[config.mk]
export PLATFORM = sky130hd
export DESIGN_NAME = pll_reset_sequencer
export DESIGN_NICKNAME = d
export VERILOG_FILES = /design/src/rtl/pll_reset_sequencer.sv
export SDC_FILE = /design/constraint.sdc
export NUM_CORES = 1
export LEC_CHECK = 0
export ABC_CLOCK_PERIOD_IN_PS = 5400
export CAP_MARGIN = 10
export CORE_MARGIN = 2
export CORE_UTILIZATION = 40
export CTS_CLUSTER_DIAMETER = 30
export CTS_CLUSTER_SIZE = 30
export DETAILED_ROUTE_END_ITERATION = 6
export SLEW_MARGIN = 20
export SYNTH_ARGS = -nofsm -noshare
export SYNTH_HDL_FRONTEND = slang
export SYNTH_SLANG_ARGS = --single-unit
export TNS_END_PERCENT = 100
[constraint.sdc]
create_clock -name clock_in -period 5.4 [get_ports clock_in]
set_clock_uncertainty 0.05 [all_clocks]
set_input_delay 0.54 -clock clock_in [delete_from_list [all_inputs] [get_ports clock_in]]
set_output_delay 0.54 -clock clock_in [all_outputs]
set_load 0.005 [all_outputs]
[src/rtl/pll_reset_sequencer.sv]
// Supervises an SB_PLL40_CORE from the 12 MHz reference domain: drives RESETB, qualifies LOCK,
// releases the fast-clock domain reset, retries failed attempts and latches a fault.
module pll_reset_sequencer #(
    parameter int RESET_CYCLES  = 16,
    parameter int LOCK_TIMEOUT  = 4096,
    parameter int STABLE_CYCLES = 256,
    parameter int MAX_RETRIES   = 3,
    parameter int CNT_W         = 16
) (
    input  logic       clock_in,
    input  logic       reset_n,
    input  logic       enable,
    input  logic       pll_locked,
    output logic       pll_resetb,
    output logic       domain_reset_n,
    output logic       ready,
    output logic       fault,
    output logic [3:0] retry_count,
    output logic [7:0] lock_loss_count,
    output logic [2:0] state
);

    typedef enum logic [2:0] {
        S_IDLE      = 3'd0,
        S_PLL_RST   = 3'd1,
        S_WAIT_LOCK = 3'd2,
        S_STABLE    = 3'd3,
        S_RUN       = 3'd4,
        S_FAULT     = 3'd5
    } state_t;

    localparam logic [CNT_W-1:0] C_RST_LAST = CNT_W'(RESET_CYCLES - 1);
    localparam logic [CNT_W-1:0] C_TO_LAST  = CNT_W'(LOCK_TIMEOUT - 1);
    localparam logic [CNT_W-1:0] C_STB_LAST = CNT_W'(STABLE_CYCLES - 1);
    localparam logic [3:0]       C_MAX_RTY  = 4'(MAX_RETRIES);

    state_t           r_state;
    logic [CNT_W-1:0] r_cnt;
    logic             r_sync1;
    logic             r_sync2;
    logic [3:0]       r_retry;
    logic [7:0]       r_loss;
    logic [3:0]       r_outs;   // {pll_resetb, domain_reset_n, ready, fault}
    logic             w_lock_s;
    logic [3:0]       w_retry_inc;

    assign w_lock_s    = r_sync2;
    assign w_retry_inc = r_retry + 4'd1;

    // Outputs are registered alongside the state, so they are a pure function of the next state.
    function automatic logic [3:0] outs_for(state_t s);
        case (s)
            S_WAIT_LOCK, S_STABLE: return 4'b1000;
            S_RUN:                 return 4'b1110;
            S_FAULT:               return 4'b0001;
            default:               return 4'b0000;
        endcase
    endfunction

    always_ff @(posedge clock_in or negedge reset_n) begin
        if (!reset_n) begin
            r_state <= S_IDLE;
            r_cnt   <= '0;
            r_sync1 <= 1'b0;
            r_sync2 <= 1'b0;
            r_retry <= '0;
            r_loss  <= '0;
            r_outs  <= '0;
        end else begin
            r_sync1 <= pll_locked;
            r_sync2 <= r_sync1;
            if (!enable) begin
                r_state <= S_IDLE;
                r_cnt   <= '0;
                r_retry <= '0;
                r_outs  <= outs_for(S_IDLE);
            end else begin
                case (r_state)
                    S_IDLE: begin
                        r_retry <= '0;
                        r_cnt   <= '0;
                        r_state <= S_PLL_RST;
                        r_outs  <= outs_for(S_PLL_RST);
                    end
                    S_PLL_RST: begin
                        if (r_cnt == C_RST_LAST) begin
                            r_cnt   <= '0;
                            r_state <= S_WAIT_LOCK;
                            r_outs  <= outs_for(S_WAIT_LOCK);
                        end else begin
                            r_cnt <= r_cnt + CNT_W'(1);
                        end
                    end
                    S_WAIT_LOCK: begin
                        // Lock seen on the timeout cycle still counts as a success.
                        if (w_lock_s) begin
                            r_cnt   <= '0;
                            r_state <= S_STABLE;
                            r_outs  <= outs_for(S_STABLE);
                        end else if (r_cnt == C_TO_LAST) begin
                            r_cnt   <= '0;
                            r_retry <= w_retry_inc;
                            if (w_retry_inc == C_MAX_RTY) begin
                                r_state <= S_FAULT;
                                r_outs  <= outs_for(S_FAULT);
                            end else begin
                                r_state <= S_PLL_RST;
                                r_outs  <= outs_for(S_PLL_RST);
                            end
                        end else begin
                            r_cnt <= r_cnt + CNT_W'(1);
                        end
                    end
                    S_STABLE: begin
                        if (!w_lock_s) begin
                            r_cnt   <= '0;
                            r_state <= S_WAIT_LOCK;
                            r_outs  <= outs_for(S_WAIT_LOCK);
                        end else if (r_cnt == C_STB_LAST) begin
                            r_cnt   <= '0;
                            r_retry <= '0;
                            r_state <= S_RUN;
                            r_outs  <= outs_for(S_RUN);
                        end else begin
                            r_cnt <= r_cnt + CNT_W'(1);
                        end
                    end
                    S_RUN: begin
                        if (!w_lock_s) begin
                            if (r_loss != 8'hFF) begin
                                r_loss <= r_loss + 8'd1;
                            end
                            r_cnt   <= '0;
                            r_state <= S_PLL_RST;
                            r_outs  <= outs_for(S_PLL_RST);
                        end
                    end
                    S_FAULT: begin
                        r_cnt <= '0;
                    end
                    default: begin
                        r_cnt   <= '0;
                        r_state <= S_IDLE;
                        r_outs  <= outs_for(S_IDLE);
                    end
                endcase
            end
        end
    end

    assign pll_resetb      = r_outs[3];
    assign domain_reset_n  = r_outs[2];
    assign ready           = r_outs[1];
    assign fault           = r_outs[0];
    assign retry_count     = r_retry;
    assign lock_loss_count = r_loss;
    assign state           = r_state;

endmodule

==> flow_summary.toml, run 1 <==
[run_status]
outcome = "completed"

[placed_design]
dp_hpwl_um = 2960
io_buffers = 22
dpl_cell_area_um2 = 2240
place.gp.congestion = 0.813

[critical_path]
crit_slowest_cell = "or4_1"
start_kind = "flip-flop"
path_buf_inv = 1
arrival_ns = 2.92
cp_max_fo = 13
r2r_cells = 6
path_cells = "or4_1 > nor4_1 > o22ai_1 > buf_4 > nor2_1 > o21ai_0"
reg2reg_to = "r_cnt[15]$_DFFE_PN0N_"
r2r_setup_slack_ns = 2.56
critPathCaptureType = "flip-flop"
cpLargestDelayFamily = "simple AND/OR/NAND/NOR gates"
crit_required_ns = 5.49
slowest_delay_ns = 0.68
path_class = "flip-flop to flip-flop"
r2r_start = "r_cnt[12]$_DFFE_PN0N_"
cp.depth = 6

[pwr]
p_int_uw = 467
p_leak_uw = 0.000915
irDropWorstVdd_mv = 0.244
switching_share_pct = 32.8
comb_power_share_pct = 23.5
p_seq_share_pct = 49.0
clkPwrFrac_pct = 27.5
powerDensity_nw_per_um2 = 298
p_switching_uw = 228

[sta]
final_hold_viol_count = 0
relSlewSlack_pct = 45.3
fin_crit_sh_pct = 52.5
fmaxAchievable_ghz = 0.352
rsz0062_at_grt = "false"
worstMarginPinSlew_ns = 0.821
slew_violations = 0
setup_viol = 0
fin_crit_ns = 2.84
fin_setup_tns_ns = 0

[logic_synthesis]
synth_top_area_share_pct = 45.6
ys_seq_area_share_pct = 45.6
synth_area_um2 = 1970
synth.area.top_cells = "dfrtp_1 (46%), nand2_1 (3.4%), xnor2_1 (3.1%)"
ys_types = 48
synthCells = 200
synthMostInstantiatedCell = "dfrtp_1"
yosys.area.top_type = "dfrtp_1"
ys_warn_count = 0
syn_nets = 208
synth_commonest_cells = "dfrtp_1 (36), nand2_1 (18), nor2_1 (12)"
ys.flop_type = "dfrtp_1"
synth_area_per_cell_um2 = 9.87
synth_seq_cells = 36
async_flop_share_pct = 100
synth_edf_count = 0

[layout]
regArea_um2 = 901
nets = 230
fin_area_um2 = 2330
multiInputGateArea_um2 = 1020
num_antenna_cells = 0
num-fill-cells = 461
drive_gt1_share_pct = 9.42
syn_to_final_growth_pct = 18.1

[floorplanning]
coreArea_um2 = 4750
pin_count = 23
die_w_um = 74.3
rows = 25
die_y_um = 74.3
start_util_pct = 41.5
dieArea_um2 = 5510

[clock_network]
cts_sinks = 36
hold_buffers = 0
cts_buffer_depth = 2
htreeDepth = 2
clk_latency_ns = 0.29
clkTransAtPathRegs_ns = 0.08
cts_tree = "built"
cts_made_buffers = 5
root_buffer = "clkbuf_8"
cts_resized = 0
postCtsSetupBuffers = 0

[grt]
grt_pass1_wl_um = 7270
grtUsageTotal_pct = 17.1
grt_overflow = 0
grt_pass1_vias = 1525
antenna_found_initial = 0
grt_max_degree = 37

[route]
drt-initial-drc-count = 84
viasPerCell = 5.68
vias = 1646
ant_nets = 0
firstDrtPassIters = 4
drt_wl_total_um = 4310
wl_per_cell_um = 14.9
route.detailed.drc = 0

[flow_run]
maxCapViolCount = 0

[min_path]
hp-class = "primary input to asynchronous set/reset pin"
registers in the layout, indices dropped and copies added, names as in the netlist:
| signal | count |
|---|---|
| lock_loss_count | 8 |
| r_cnt | 16 |
| r_outs | 3 |
| r_sync1 | 1 |
| r_sync2 | 1 |
| retry_count | 4 |
| state | 3 |
worst reg2reg max path: cells and delay by family (launching register included):
kind / cells / cell delay [ns]
compound gates: 2 / 0.32
buf+inv: 1 / 0.20
flops: 1 / 0.44
simple gates: 3 / 1.69
cell type report:
type / instances / share of cell area [%]
clock buffers: 5 / 2.95
inverters: 5 / 0.805
flip-flops and latches: 36 / 38.6
multi-input cells: 151 / 43.6
well taps: 67 / 3.60
repair buffers: 23 / 9.55
clock inverters: 3 / 0.805
cell usage in the layout (no fill, tap or decap), types with 3 or more instances in the layout:
| cell | netlist | layout |
|---|---|---|
| ha_1 | 4 | 4 |
| nor2_1 | 12 | 12 |
| o22ai_1 | 3 | 3 |
| nor4_1 | 5 | 5 |
| xnor2_1 | 7 | 7 |
| nor3_1 | 6 | 6 |
| o221ai_1 | 6 | 6 |
| a21oi_1 | 6 | 6 |
| o21ai_0 | 9 | 9 |
| mux2_2 | 4 | 4 |
| o31ai_1 | 8 | 8 |
| nand2_1 | 18 | 18 |
| xor2_1 | 3 | 3 |
| or3_1 | 5 | 5 |
| dfrtp_1 | 36 | 36 |
| nand3_1 | 10 | 10 |
| nand4_1 | 8 | 8 |
| clkdlybuf4s50_1 | 0 | 21 |
| inv_1 | 5 | 5 |
| clkbuf_8 | 0 | 5 |
| or4_1 | 5 | 5 |
cells by family after synthesis:
kind of cell               share of synthesized area, %
AOI/OAI and AO/OA                                  16.1
xor gates and xnor gates                           4.44
muxes                                              2.79
adders and majority gates                          2.53
and+or+nand+nor                                    25.7
DFF                                                45.6
buffers and inverters                              2.85
power by group through the flow:
stage | combinational, uW | sequential [uW] | clock (uW)
6_report | 163 | 341 | 191
5_1_grt | 182 | 346 | 209
4_1_cts | 165 | 341 | 196
3_5_place_dp | 164 | 346 | 0
3_3_place_gp | 164 | 345 | 0
2_1_floorplan | 108 | 326 | 0
worst max-delay path by stage:
stage | endpoint | slack [ns] | from
global placement | r_outs[3]$_DFFE_PN0P_ | 2.53 | enable
finish | r_cnt[15]$_DFFE_PN0N_ | 2.56 | r_cnt[12]$_DFFE_PN0N_
CTS | r_cnt[15]$_DFFE_PN0N_ | 2.57 | r_cnt[13]$_DFFE_PN0N_
detailed placement | r_cnt[3]$_DFFE_PN0N_ | 2.46 | enable
floorplan | r_outs[0]$_DFFE_PN0P_ | 3.09 | r_cnt[13]$_DFFE_PN0N_
global route | r_cnt[15]$_DFFE_PN0N_ | 2.32 | r_cnt[13]$_DFFE_PN0N_
metrics by stage:
step | power (uW) | utilization [%] | worst slack (ns) | std cells | hold WS, ns
after floorplan | 434 | - | 3.09 | 200 | 0.194
after global placement | 509 | 47.2 | 2.53 | 282 | 0.284
after detailed placement | 510 | 47.2 | 2.46 | 282 | 0.286
after CTS | 702 | 49.0 | 2.57 | 290 | 0.305
after global routing | 737 | 49.0 | 2.32 | 290 | 0.326
final | 695 | 49.0 | 2.56 | 290 | 0.291
per-layer routing:
metal / GRT usage, % / wire, um
met1: 23.4 / 2100
met2: 27.3 / 2030
met3: 4.47 / 141
met4: 4.17 / 42
met5: 0 / 0
Power figures use the tool's default switching activity.
==> inputs of run 2 (changes only) <==
ABC_CLOCK_PERIOD_IN_PS = 2950   (was 5400)
clock period = 2.95 ns   (was 5.4 ns; I/O delays follow)
==> run 2 against run 1 <==
Routed wire length increased by 4.6%. Sequential cell count stayed put. Clock power is 91% higher. Worst hold slack worse by 0.26 ns.
==> flow_summary.toml, run 2 (same netlist as run 1, synthesis figures left out) <==
[clock_network]
cts_buffer_depth = 2
clkTransAtPathRegs_ns = 0.07
clk_latency_ns = 0.29
cts_made_buffers = 5
cts_tree = "built"
htreeDepth = 2
root_buffer = "clkbuf_8"
postCtsSetupBuffers = 0
cts_sinks = 36

[layout]
layout_commonest_cell = "dfrtp_1"
largest_reg_flops = 16
nets = 232
final_cell_mix = "dfrtp_1 (36), clkdlybuf4s50_1 (21), nand2_1 (18)"
drive_gt1_share_pct = 10.7
largest_register = "r_cnt"
syn_to_final_growth_pct = 19.2
num-fill-cells = 470
num_antenna_cells = 0

[placed_design]
io_buffers = 22
dp_hpwl_um = 3100
place.gp.congestion = 0.807

[pwr]
p_int_uw = 887
powerDensity_nw_per_um2 = 555
p_switching_uw = 420
p_seq_share_pct = 47.8
comb_power_share_pct = 24.4
clkPwrFrac_pct = 27.8
irDropWorstVdd_mv = 0.390
power_uw = 1310
p_leak_uw = 0.000929
switching_share_pct = 32.1

[floorplanning]
coreArea_um2 = 4750
rows = 25
pin_count = 23
die_w_um = 74.3
die_y_um = 74.3
start_util_pct = 41.5
dieArea_um2 = 5510

[route]
route.detailed.drc = 0
drt_wl_total_um = 4510
firstDrtPassIters = 4
drt-initial-drc-count = 152
wl_per_cell_um = 15.4
vias = 1657
viasPerCell = 5.67
ant_nets = 0

[sta]
fin_setup_tns_ns = 0
relSlewSlack_pct = 46.1
fin_crit_sh_pct = 88.6
rsz0062_at_grt = "false"
fmaxAchievable_ghz = 0.383
slew_violations = 0
setup_viol = 0
worstMarginPinSlew_ns = 0.809
fin_crit_ns = 2.61
final_hold_viol_count = 0
holdWs_ns = 0.0360

[critical_path]
arrival_ns = 2.71
start_kind = "flip-flop"
path_class = "flip-flop to flip-flop"
crit_required_ns = 3.05
cp_max_fo = 12
critPathCaptureType = "flip-flop"

[run_status]
outcome = "completed"

[grt]
grt_pass1_vias = 1513
antenna_found_initial = 0
grt_pass1_wl_um = 7560
grt_max_degree = 37
grtUsageTotal_pct = 18.1
grt_overflow = 0

[flow_run]
maxCapViolCount = 0

[min_path]
hp-class = "primary input to asynchronous set/reset pin"
==> run 2: changes by cell type in the layout (fill, tap and decap cells not counted), sizes merged <==
cell	delta
buf	+2
clkbuf	+1
clkinv	-1
==> run 2: per-stage QoR <==
step	cells	instance area [um^2]	setup WS, ns	utilization [%]
4_1_cts	292	2350	0.232	49.4
3_3_place_gp	284	2260	0.144	47.5
3_5_place_dp	284	2260	0.167	47.5
6_report	292	2350	0.337	49.5
2_1_floorplan	200	1970	0.638	-
5_1_grt	292	2350	0.120	49.5
==> run 2: path summary, 6_finish.rpt <==
path	from	endpoint	slack [ns]	depth (start not counted)
setup / recovery	r_cnt[0]$_DFFE_PN0N_	r_cnt[2]$_DFFE_PN0N_	0.34	7
hold / removal	reset_n	retry_count[1]$_DFFE_PN0P_	0.04	1
setup reg to reg	r_cnt[0]$_DFFE_PN0N_	r_cnt[2]$_DFFE_PN0N_	0.34	7
hold reg to reg	r_sync1$_DFF_PN0_	r_sync2$_DFF_PN0_	0.30	0
max in group asynchronous	reset_n	r_sync2$_DFF_PN0_	2.30	1
min in group clock_in	r_sync1$_DFF_PN0_	r_sync2$_DFF_PN0_	0.30	0
==> run 2: routing by layer <==
layer,vias up,track usage (%),share of wire [%]
met3,6,3.66,3.3
met1,807,25.5,48
met2,29,28.1,47
met4,0,5.95,1.4
li1,815,-,-
met5,-,0,0
==> run 2: critical path, cell delays in order (launching register included) <==
cell     delay (ns)
dfrtp_1        0.41
ha_1           0.26
nand3_1        0.35
nor4_1         0.47
o22ai_1        0.17
buf_4          0.21
nor2_1         0.38
o22ai_1        0.18
==> run 2: area by class of cell <==
| cell class | instances | area (um^2) | area share [%] |
|---|---|---|---|
| timing repair buffer | 25 | 238 | 10.1 |
| inverter | 5 | 18.8 | 0.797 |
| multi-input combinational | 151 | 1020 | 43.3 |
| tap | 67 | 83.8 | 3.56 |
| sequential | 36 | 901 | 38.3 |
| clock inverter | 2 | 10.0 | 0.425 |
| clock buffer | 6 | 82.6 | 3.51 |
==> run 2: timing repair <==
action	in CTS	in global routing
hold endpoints to repair	0	0
endpoints found under the setup margin	0	2
hold buffers	0	0
resized for setup	0	1
==> run 2: power by group through the flow <==
| stage | clock, uW | sequential, uW | combinational [uW] |
|---|---|---|---|
| floorplan | 0 | 596 | 199 |
| global placement | 0 | 635 | 317 |
| detailed placement | 0 | 634 | 319 |
| CTS | 377 | 625 | 321 |
| global route | 399 | 635 | 352 |
| finish | 364 | 624 | 319 |
==> inputs of run 3 (changes only) <==
CORE_MARGIN = default   (was 2)
==> run 3 against run 2 <==
Worst setup slack got worse by 0.036 ns. Critical path depth decreased by 2. Fmax decreased by 1.4%. Sequential share of layout area decreased by 0.46 points. Sequential cell count unchanged. Critical endpoint is now retry_count[1]$_DFFE_PN0P_. Highest routed layer unchanged.
==> flow_summary.toml, run 3 (same netlist as run 1, synthesis figures left out) <==
[min_path]
min_path_cells = 0
hp-class = "flip-flop to flip-flop"
hold_start = "r_sync1$_DFF_PN0_"

[placed_design]
dpl_cell_area_um2 = 2290
place.gp.congestion = 0.933
dp_hpwl_um = 3290
io_buffers = 22

[route]
drt-initial-drc-count = 115
ant_nets = 0
wl_per_cell_um = 15.7
viasPerCell = 5.83
vias = 1715
firstDrtPassIters = 4
drt_wl_total_um = 4610
route.detailed.drc = 0

[clock_network]
clkTransAtPathRegs_ns = 0.07
root_buffer = "clkbuf_8"
cts_resized = 0
cts_buffer_depth = 2
cts_made_buffers = 5
cts_tree = "built"
clk_latency_ns = 0.29
hold_buffers = 0
htreeDepth = 2
postCtsSetupBuffers = 0
cts_sinks = 36

[pwr]
p_leak_uw = 0.000942
irDropWorstVdd_mv = 0.434
powerDensity_nw_per_um2 = 557

[critical_path]
reg2reg_to = "retry_count[1]$_DFFE_PN0P_"
r2r_cells = 5
r2r_setup_slack_ns = 0.30
path_cells = "or4_1 > nor4_4 > a21boi_0 > o21ai_0 > mux2i_1"
crit_required_ns = 3.11
crit_slowest_cell = "or4_1"
endpoint = "retry_count[1]$_DFFE_PN0P_"
arrival_ns = 2.81
cp_max_fo = 6
critPathCaptureType = "flip-flop"
path_class = "flip-flop to flip-flop"
slowest_delay_ns = 0.70
start_kind = "flip-flop"
crit_path_start = "r_cnt[13]$_DFFE_PN0N_"
r2r_start = "r_cnt[13]$_DFFE_PN0N_"

[layout]
num-fill-cells = 426
final_cell_mix = "dfrtp_1 (36), clkdlybuf4s50_1 (22), nand2_1 (18)"
drive_gt1_share_pct = 10.6
num_antenna_cells = 0
largest_register = "r_cnt"
multiInputGateArea_um2 = 1020
largest_reg_flops = 16
regArea_um2 = 901
syn_to_final_growth_pct = 20.7
fin_area_um2 = 2380
nets = 235
layout_commonest_cell = "dfrtp_1"

[sta]
slew_violations = 0
fmaxAchievable_ghz = 0.378
worstMarginPinSlew_ns = 0.688
fin_setup_tns_ns = 0
fin_crit_ns = 2.65
fin_crit_sh_pct = 89.8
setup_viol = 0
final_hold_viol_count = 0
relSlewSlack_pct = 53.7
rsz0062_at_grt = "false"

[grt]
grt_pass1_wl_um = 7710
grt_overflow = 0
grt_max_degree = 37
grt_pass1_vias = 1610
antenna_found_initial = 0
grtUsageTotal_pct = 19.2

[floorplanning]
die_w_um = 72.3
die_y_um = 72.3
pin_count = 23
dieArea_um2 = 5220
rows = 25
coreArea_um2 = 4720
start_util_pct = 41.8

[flow_run]
maxCapViolCount = 0

[run_status]
outcome = "completed"
run 3: cell types whose count changed in the layout (fill, tap and decap cells not counted), sizes merged:
cell | previous run | this run
clkbuf | 6 | 7
clkinv | 2 | 0
buf | 4 | 6
clkdlybuf4s50 | 21 | 22
run 3: worst min path at each step:
stage	endpoint	slack [ns]
2_1_floorplan	lock_loss_count[0]$_DFFE_PN0P_	-0.05
3_3_place_gp	r_sync2$_DFF_PN0_	0.28
3_5_place_dp	r_sync2$_DFF_PN0_	0.29
4_1_cts	r_sync2$_DFF_PN0_	0.30
5_1_grt	r_sync2$_DFF_PN0_	0.32
6_report	r_sync2$_DFF_PN0_	0.30
run 3: power breakdown:
part | total, uW | internal [uW] | switching [uW] | leakage, uW
registers | 626 | 540 | 86.4 | 0.000490
logic | 323 | 163 | 160 | 0.000402
clock network | 378 | 208 | 170 | 0.0000503
total | 1330 | 910 | 417 | 0.000942
run 3: final cells by class:
cell class	count	share of cell area, %
multi-input combinational	151	42.7
sequential	36	37.8
timing repair buffer	28	11.1
clock buffer	7	4.04
tap	67	3.52
inverter	5	0.788
run 3: per-layer routing:
layer / global-route usage (%) / wire (um) / part of all wire, %
met3: 5.00 / 211 / 4.6
met4: 8.71 / 85 / 1.8
met1: 25.6 / 2150 / 47
met5: 0 / 0 / 0
met2: 29.2 / 2170 / 47
run 3: metrics by stage:
step / std cells / setup slack [ns] / total power [uW] / util (%) / hold WS [ns]
final: 294 / 0.301 / 1330 / 50.4 / 0.304
after CTS: 294 / 0.369 / 1340 / 50.4 / 0.303
after global placement: 287 / 0.368 / 945 / 48.4 / 0.284
after detailed placement: 287 / 0.286 / 954 / 48.4 / 0.291
after global routing: 294 / 0.244 / 1400 / 50.4 / 0.318
after floorplan: 200 / 0.638 / 795 / - / -0.0506
run 3: critical path, delay by kind of cell, from the launching register on:
kind            cells  cell delay (ns)
simple gates        2             1.10
mux                 1             0.29
compound gates      2             0.72
flops               1             0.42
